File: config.mk
export PLATFORM = sky130hd
export DESIGN_NAME = nios_system_nios2_group_5_oci_dtrace_packer
export DESIGN_NICKNAME = d
export VERILOG_FILES = /design/src/rtl/nios_system_nios2_group_5_oci_dtrace_packer.sv
export SDC_FILE = /design/constraint.sdc
export NUM_CORES = 1
export LEC_CHECK = 0
export CORE_MARGIN = 2
export CORE_UTILIZATION = 46
export CTS_BUF_LIST = sky130_fd_sc_hd__clkbuf_2 sky130_fd_sc_hd__clkbuf_4 sky130_fd_sc_hd__clkbuf_8
export DETAILED_ROUTE_END_ITERATION = 16
export PLACE_DENSITY_LB_ADDON = 0.15
export SYNTH_ARGS = -nofsm -noshare
export SYNTH_HDL_FRONTEND = slang
export SYNTH_SLANG_ARGS = --single-unit
File: constraint.sdc
create_clock -name clk -period 3.37 [get_ports clk]
set_input_delay 0.5055 -clock clk [delete_from_list [all_inputs] [get_ports clk]]
set_output_delay 0.5055 -clock clk [all_outputs]
set_load 0.03 [all_outputs]
File: src/rtl/nios_system_nios2_group_5_oci_dtrace_packer.sv
// Data-trace packer: packs 1..3-unit trace tokens LSB-first into a 30-bit word
// and hands each word downstream on a valid/ready handshake with flush support.
module nios_system_nios2_group_5_oci_dtrace_packer #(
  parameter int UNIT_W = 2,
  parameter int SLOTS  = 15,
  parameter int CNT_W  = 4
) (
  input  logic                    clk,
  input  logic                    reset_n,
  input  logic                    trace_on,
  input  logic                    in_valid,
  output logic                    in_ready,
  input  logic [1:0]              in_len,
  input  logic [3*UNIT_W-1:0]     in_data,
  input  logic                    flush,
  output logic                    dct_valid,
  input  logic                    dct_ready,
  output logic [UNIT_W*SLOTS-1:0] dct_buffer,
  output logic [CNT_W-1:0]        dct_count,
  output logic                    flush_done
);

  localparam int BUF_W = UNIT_W * SLOTS;
  localparam int TOK_W = 3 * UNIT_W;

  typedef enum logic [0:0] {S_FILL = 1'b0, S_EMIT = 1'b1} state_e;

  state_e             state_q, state_d;
  logic [BUF_W-1:0]   acc_q, acc_d;
  logic [CNT_W-1:0]   acc_cnt_q, acc_cnt_d;
  logic [TOK_W-1:0]   pend_data_q, pend_data_d;
  logic [1:0]         pend_len_q, pend_len_d;
  logic [BUF_W-1:0]   out_buf_q, out_buf_d;
  logic [CNT_W-1:0]   out_cnt_q, out_cnt_d;
  logic               flush_latch_q, flush_latch_d;
  logic               flush_pend_q, flush_pend_d;
  logic               flush_done_q, flush_done_d;

  logic               ready_s;
  logic               tok_acc_s;
  logic               flush_req_s;
  logic [TOK_W-1:0]   mask_s;
  logic [TOK_W-1:0]   tok_s;
  logic [BUF_W-1:0]   ins_s;
  logic [CNT_W:0]     sum_s;
  logic [BUF_W-1:0]   acc_m_s;
  logic [CNT_W-1:0]   cnt_m_s;

  // Bits above the token length are don't-care, so they are masked before insertion.
  assign mask_s      = ~({TOK_W{1'b1}} << (UNIT_W * int'(in_len)));
  assign tok_s       = in_data & mask_s;
  assign ins_s       = BUF_W'(tok_s) << (UNIT_W * int'(acc_cnt_q));
  assign sum_s       = {1'b0, acc_cnt_q} + (CNT_W+1)'(in_len);
  assign tok_acc_s   = in_valid & ready_s & (in_len != 2'd0);
  assign flush_req_s = flush | flush_latch_q;
  assign acc_m_s     = tok_acc_s ? (acc_q | ins_s) : acc_q;
  assign cnt_m_s     = tok_acc_s ? sum_s[CNT_W-1:0] : acc_cnt_q;

  // State and datapath registers.
  always_ff @(posedge clk or negedge reset_n) begin
    if (!reset_n) begin
      state_q       <= S_FILL;
      acc_q         <= '0;
      acc_cnt_q     <= '0;
      pend_data_q   <= '0;
      pend_len_q    <= 2'd0;
      out_buf_q     <= '0;
      out_cnt_q     <= '0;
      flush_latch_q <= 1'b0;
      flush_pend_q  <= 1'b0;
      flush_done_q  <= 1'b0;
    end else begin
      state_q       <= state_d;
      acc_q         <= acc_d;
      acc_cnt_q     <= acc_cnt_d;
      pend_data_q   <= pend_data_d;
      pend_len_q    <= pend_len_d;
      out_buf_q     <= out_buf_d;
      out_cnt_q     <= out_cnt_d;
      flush_latch_q <= flush_latch_d;
      flush_pend_q  <= flush_pend_d;
      flush_done_q  <= flush_done_d;
    end
  end

  // Next-state and accumulator update.
  always_comb begin
    state_d       = state_q;
    acc_d         = acc_q;
    acc_cnt_d     = acc_cnt_q;
    pend_data_d   = pend_data_q;
    pend_len_d    = pend_len_q;
    out_buf_d     = out_buf_q;
    out_cnt_d     = out_cnt_q;
    flush_latch_d = flush_latch_q;
    flush_pend_d  = flush_pend_q;
    flush_done_d  = 1'b0;
    case (state_q)
      S_FILL: begin
        if (tok_acc_s && (sum_s > (CNT_W+1)'(SLOTS))) begin
          // Tokens never split: ship the current word, park the token.
          out_buf_d     = acc_q;
          out_cnt_d     = acc_cnt_q;
          pend_data_d   = tok_s;
          pend_len_d    = in_len;
          acc_d         = '0;
          acc_cnt_d     = '0;
          flush_pend_d  = flush_req_s;
          flush_latch_d = 1'b0;
          state_d       = S_EMIT;
        end else if (tok_acc_s && (sum_s == (CNT_W+1)'(SLOTS))) begin
          out_buf_d     = acc_q | ins_s;
          out_cnt_d     = CNT_W'(SLOTS);
          acc_d         = '0;
          acc_cnt_d     = '0;
          flush_pend_d  = flush_req_s;
          flush_latch_d = 1'b0;
          state_d       = S_EMIT;
        end else if (flush_req_s) begin
          flush_latch_d = 1'b0;
          if (cnt_m_s != '0) begin
            out_buf_d    = acc_m_s;
            out_cnt_d    = cnt_m_s;
            acc_d        = '0;
            acc_cnt_d    = '0;
            flush_pend_d = 1'b1;
            state_d      = S_EMIT;
          end else begin
            flush_done_d = 1'b1;
          end
        end else begin
          acc_d     = acc_m_s;
          acc_cnt_d = cnt_m_s;
        end
      end
      S_EMIT: begin
        if (flush) begin
          flush_latch_d = 1'b1;
        end else begin
          flush_latch_d = flush_latch_q;
        end
        if (dct_ready) begin
          state_d      = S_FILL;
          acc_d        = BUF_W'(pend_data_q);
          acc_cnt_d    = CNT_W'(pend_len_q);
          pend_data_d  = '0;
          pend_len_d   = 2'd0;
          flush_pend_d = 1'b0;
          // A parked token under flush becomes a second word before flush_done.
          if (flush_pend_q && (pend_len_q == 2'd0)) begin
            flush_done_d = 1'b1;
          end else if (flush_pend_q) begin
            flush_latch_d = 1'b1;
          end else begin
            flush_done_d = 1'b0;
          end
        end else begin
          state_d = S_EMIT;
        end
      end
      default: begin
        state_d = S_FILL;
      end
    endcase
  end

  // Handshake outputs.
  always_comb begin
    ready_s   = 1'b0;
    dct_valid = 1'b0;
    if (state_q == S_FILL) begin
      ready_s = trace_on & reset_n;
    end else begin
      dct_valid = 1'b1;
    end
  end

  assign in_ready   = ready_s;
  assign dct_buffer = out_buf_q;
  assign dct_count  = out_cnt_q;
  assign flush_done = flush_done_q;

endmodule

==> results of run 1 <==
## cell usage in the layout, fill, tap and decap left out, types with 3 or more instances in the layout
master	instances
dfrtp_1	80
clkdlybuf4s50_1	49
a21oi_1	45
inv_1	35
buf_4	32
nor2_1	30
nand2_1	24
o21ai_0	22
mux2i_1	21
nand3_1	13
nand2b_1	11
mux2_1	9
clkbuf_8	9
o2bb2ai_1	8
nor3_1	7
a21o_1	6
nor2b_1	6
o211ai_1	6
mux2_2	5
nand4_1	4
o21ai_1	4
or2_2	4
o21a_1	4
a32oi_1	4
a221oi_1	4
a31oi_1	3
a211oi_1	3
nor4_1	3
nand3b_1	3
inv_6	3
buf_12	3
## kinds of logic after synthesis
logic type	Yosys count
buffers and inverters	58
muxes	35
DFF	80
AOI/OAI and AO/OA	127
and+or+nand+nor	116
adders and majority gates	3
xor gates and xnor gates	2
## flip-flops by register name (all words and copies together) (netlist names), 2 cells and up
signal	count
acc_cnt_q	4
acc_q	30
dct_buffer	30
dct_count	4
pend_data_q	6
pend_len_q	2
## synth_stat cells, types with 2 or more instances
library cell,number,area [sq um]
dfrtp_1,80,2002
a21oi_1,45,225.2
inv_1,35,131.4
nor2_1,30,112.6
nand2_1,24,90.09
o21ai_0,22,110.1
mux2i_1,21,210.2
nand3_1,13,65.06
nand2b_1,11,68.82
mux2_1,9,101.4
o2bb2ai_1,8,70.07
buf_2,7,35.03
clkbuf_1,7,26.28
nor3_1,7,35.03
a21o_1,6,45.04
nor2b_1,6,37.54
o211ai_1,6,45.04
buf_6,5,56.30
mux2_2,5,56.30
a221oi_1,4,35.03
a32oi_1,4,35.03
nand4_1,4,25.02
o21a_1,4,30.03
o21ai_1,4,20.02
or2_2,4,25.02
a211oi_1,3,22.52
a31oi_1,3,18.77
buf_1,3,11.26
nand3b_1,3,22.52
nor4_1,3,18.77
a41o_1,2,20.02
and2_1,2,12.51
ha_1,2,25.02
nor3_2,2,20.02
o21ai_4,2,32.53
o22ai_1,2,12.51
o32a_1,2,20.02
## through the flow
step / power [mW] / std cells / instance area (sq um)
after floorplan: 1.897 / 421 / 4163
after global placement: 2.417 / 591 / 4960
after CTS: 3.189 / 607 / 5166
final: 3.170 / 607 / 5166
after global routing: 3.343 / 607 / 5166
after detailed placement: 2.440 / 591 / 4960
## path summary, 6_finish.rpt
path	start	end	slack (ns)	cells past startpoint
max in group asynchronous	reset_n	flush_latch_q	2.17	3
hold / removal	reset_n	flush_done	0.22	2
min in group clk	acc_q[22]	acc_q[22]	0.49	2
setup reg to reg	acc_cnt_q[0]	dct_buffer[18]	0.46	12
hold reg to reg	acc_q[22]	acc_q[22]	0.49	2
setup / recovery	in_len[0]	dct_buffer[18]	0.22	13
## area by class of cell
cell class,count,area share [%]
Clock buffer,9,2.398
Timing Repair Buffer,84,15.31
Tap cell,108,2.616
Sequential cell,80,38.75
Clock inverter,7,1.598
Multi-Input combinational cell,283,36.72
Inverter,36,2.616
## critical path: cells and delay by family
kind,cells,cell delay [ns]
mux,1,0.35
simple gates,2,0.33
fa+ha+maj,2,0.65
compound gates,2,0.37
buf+inv,6,1.14
## layer usage
metal	up-vias	wire length [um]
li1	1638	-
met1	1707	5119
met3	11	633
met5	-	0
met4	0	113
met2	137	4972
## power by group through the flow
stage | sequential, mW | clock [mW] | combinational [mW]
2_1_floorplan | 1.31 | 0 | 0.590
3_3_place_gp | 1.14 | 0 | 1.28
3_5_place_dp | 1.14 | 0 | 1.30
4_1_cts | 1.12 | 0.765 | 1.30
5_1_grt | 1.14 | 0.813 | 1.39
6_report | 1.12 | 0.747 | 1.30
==> flow_summary.toml, run 1 <==
[logic_synthesis]
synth_top_family_by_area = "compound AO/OA/AOI/OAI gates"
ys_types = 58
synth_warnings = 0
synth_cells = 421
synth-edff-count = 0
synth_simple_gate_area_share_pct = 14.46
syn_area_sq_um = 4163
synth_seq_cells = 80
synth-seq-area-share_pct = 48.09
async_flop_share_pct = 100.0
yosys_most_used_dff = "dfrtp_1"
synth-xor-area-share_pct = 0.4208
synth_compound_area_share_pct = 20.77
synth_fa_ha_area_share_pct = 1.082
muxShareOfSynthArea_pct = 8.837
syn_area_per_cell_sq_um = 9.888
syn_nets = 438

[cts]
ctsHoldBuffers = 0
cts_tree = "yes"
clock_path_buffers = 2
cts_root_buf = "clkbuf_8"
ctsHtreeMaxLevel = 3
clock_sinks = 80
clkTransAtPathRegs_ns = 0.09
clk_latency_ns = 0.36
post_cts_resize_count = 0
numCtsBuffers = 9
cts_setup_buffers = 0

[global_route]
grt_usage_pct = 23.87
grt.met2_usage_pct = 37.47
gr-max-usage-layer = "met2"
met3_usage_pct = 5.341
grt-ovfl-total = 0
grt_max_degree = 48
grt_pass1_wl_um = 18530
grt_use_met1_pct = 34.13
grt_pass1_vias = 3617
antenna_found_initial = 0

[placement]
pre_cts_slack_ns = -0.1087
portBuffers = 50
finalWeightedCongestion = 0.9211
hpwl_um = 7855

[timing]
finalHoldViolCount = 0
setup_viol = 0
timing.slew.headroom_pct = 56.09
finClkSkew_ns = 0.01096
setup_ws_ns = 0.2249
fmax_ghz = 0.3180
tns_ns = 0
tightestPinTransition_ns = 0.6542
holdWs_ns = 0.2248
period_minus_slack_ns = 3.145
slew_viol_final = 0
timing.final.crit_share_pct = 93.33
rsz0062_at_grt = "no"

[floorplanning]
die_x_um = 99.13
fp.dieArea_sq_um = 9827
initial_core_util_pct = 47.50
rows = 34
coreArea_sq_um = 8763
dieHeight_um = 99.13
boundaryPins = 51

[pwr]
power_frac_comb_pct = 41.1
ir_worst_vdd_mv = 0.3059
leakage_nw = 2.250
power.internal_mw = 1.944
powerDensity_nw_per_um2 = 613.6
switching_share_pct = 38.67
netSwitchingPower_mw = 1.226
seq_power_share_pct = 35.4
clkPwrFrac_pct = 23.6

[run]
drv_cap = 0

[worst_setup_path]
max_stage_delay_ns = 0.48
worstPathRequired_ns = 3.60
end_kind = "register"
worstSetupStartpointType = "input port"
crit_fanout = 20
path_cells = "clkdlybuf4s50_1 -> ha_1 -> inv_1 -> fa_1 -> buf_4 -> nor2b_1 -> nand4_1 -> a31oi_1 -> buf_4 -> inv_2 -> a21oi_4 -> buf_12 -> mux2_1"
crit_top_cell = "buf_4"
critical_path_arrival_ns = 3.38
slowest_stage = "clkdlybuf4s50_1"
path_class = "in -> reg"

[route]
wl_um = 10840
avgRoutedWirePerCell_um = 17.86
postRouteAntennaNets = 0
via_count = 3493
drc = 0
drt_iter0_markers = 262
drt-vias-per-instance = 5.755
dr.pass1.iters = 5

[min_path]
hold_class = "in -> async"

[cells_and_area]
diodes = 0
multi_input_area_sq_um = 1897
regArea_sq_um = 2002
fillers = 776
drive_gt1_share_pct = 14.23
nNetsFinal = 511
area_growth_pct = 24.11
final_util_pct = 58.95

[outcome]
status = "finished clean"
(Power assumes the default switching activity.)
==> run 2: changes to the inputs <==
--- a/config.mk
+++ b/config.mk
@@ -5,11 +5,13 @@
 export SDC_FILE = /design/constraint.sdc
 export NUM_CORES = 1
 export LEC_CHECK = 0
+export CAP_MARGIN = 0
 export CORE_MARGIN = 2
 export CORE_UTILIZATION = 46
 export CTS_BUF_LIST = sky130_fd_sc_hd__clkbuf_2 sky130_fd_sc_hd__clkbuf_4 sky130_fd_sc_hd__clkbuf_8
 export DETAILED_ROUTE_END_ITERATION = 16
 export PLACE_DENSITY_LB_ADDON = 0.15
+export SLEW_MARGIN = 5
 export SYNTH_ARGS = -nofsm -noshare
 export SYNTH_HDL_FRONTEND = slang
 export SYNTH_SLANG_ARGS = --single-unit
==> results of run 2 <==
The final DEF is identical to that of run 1; final timing and power are the same.
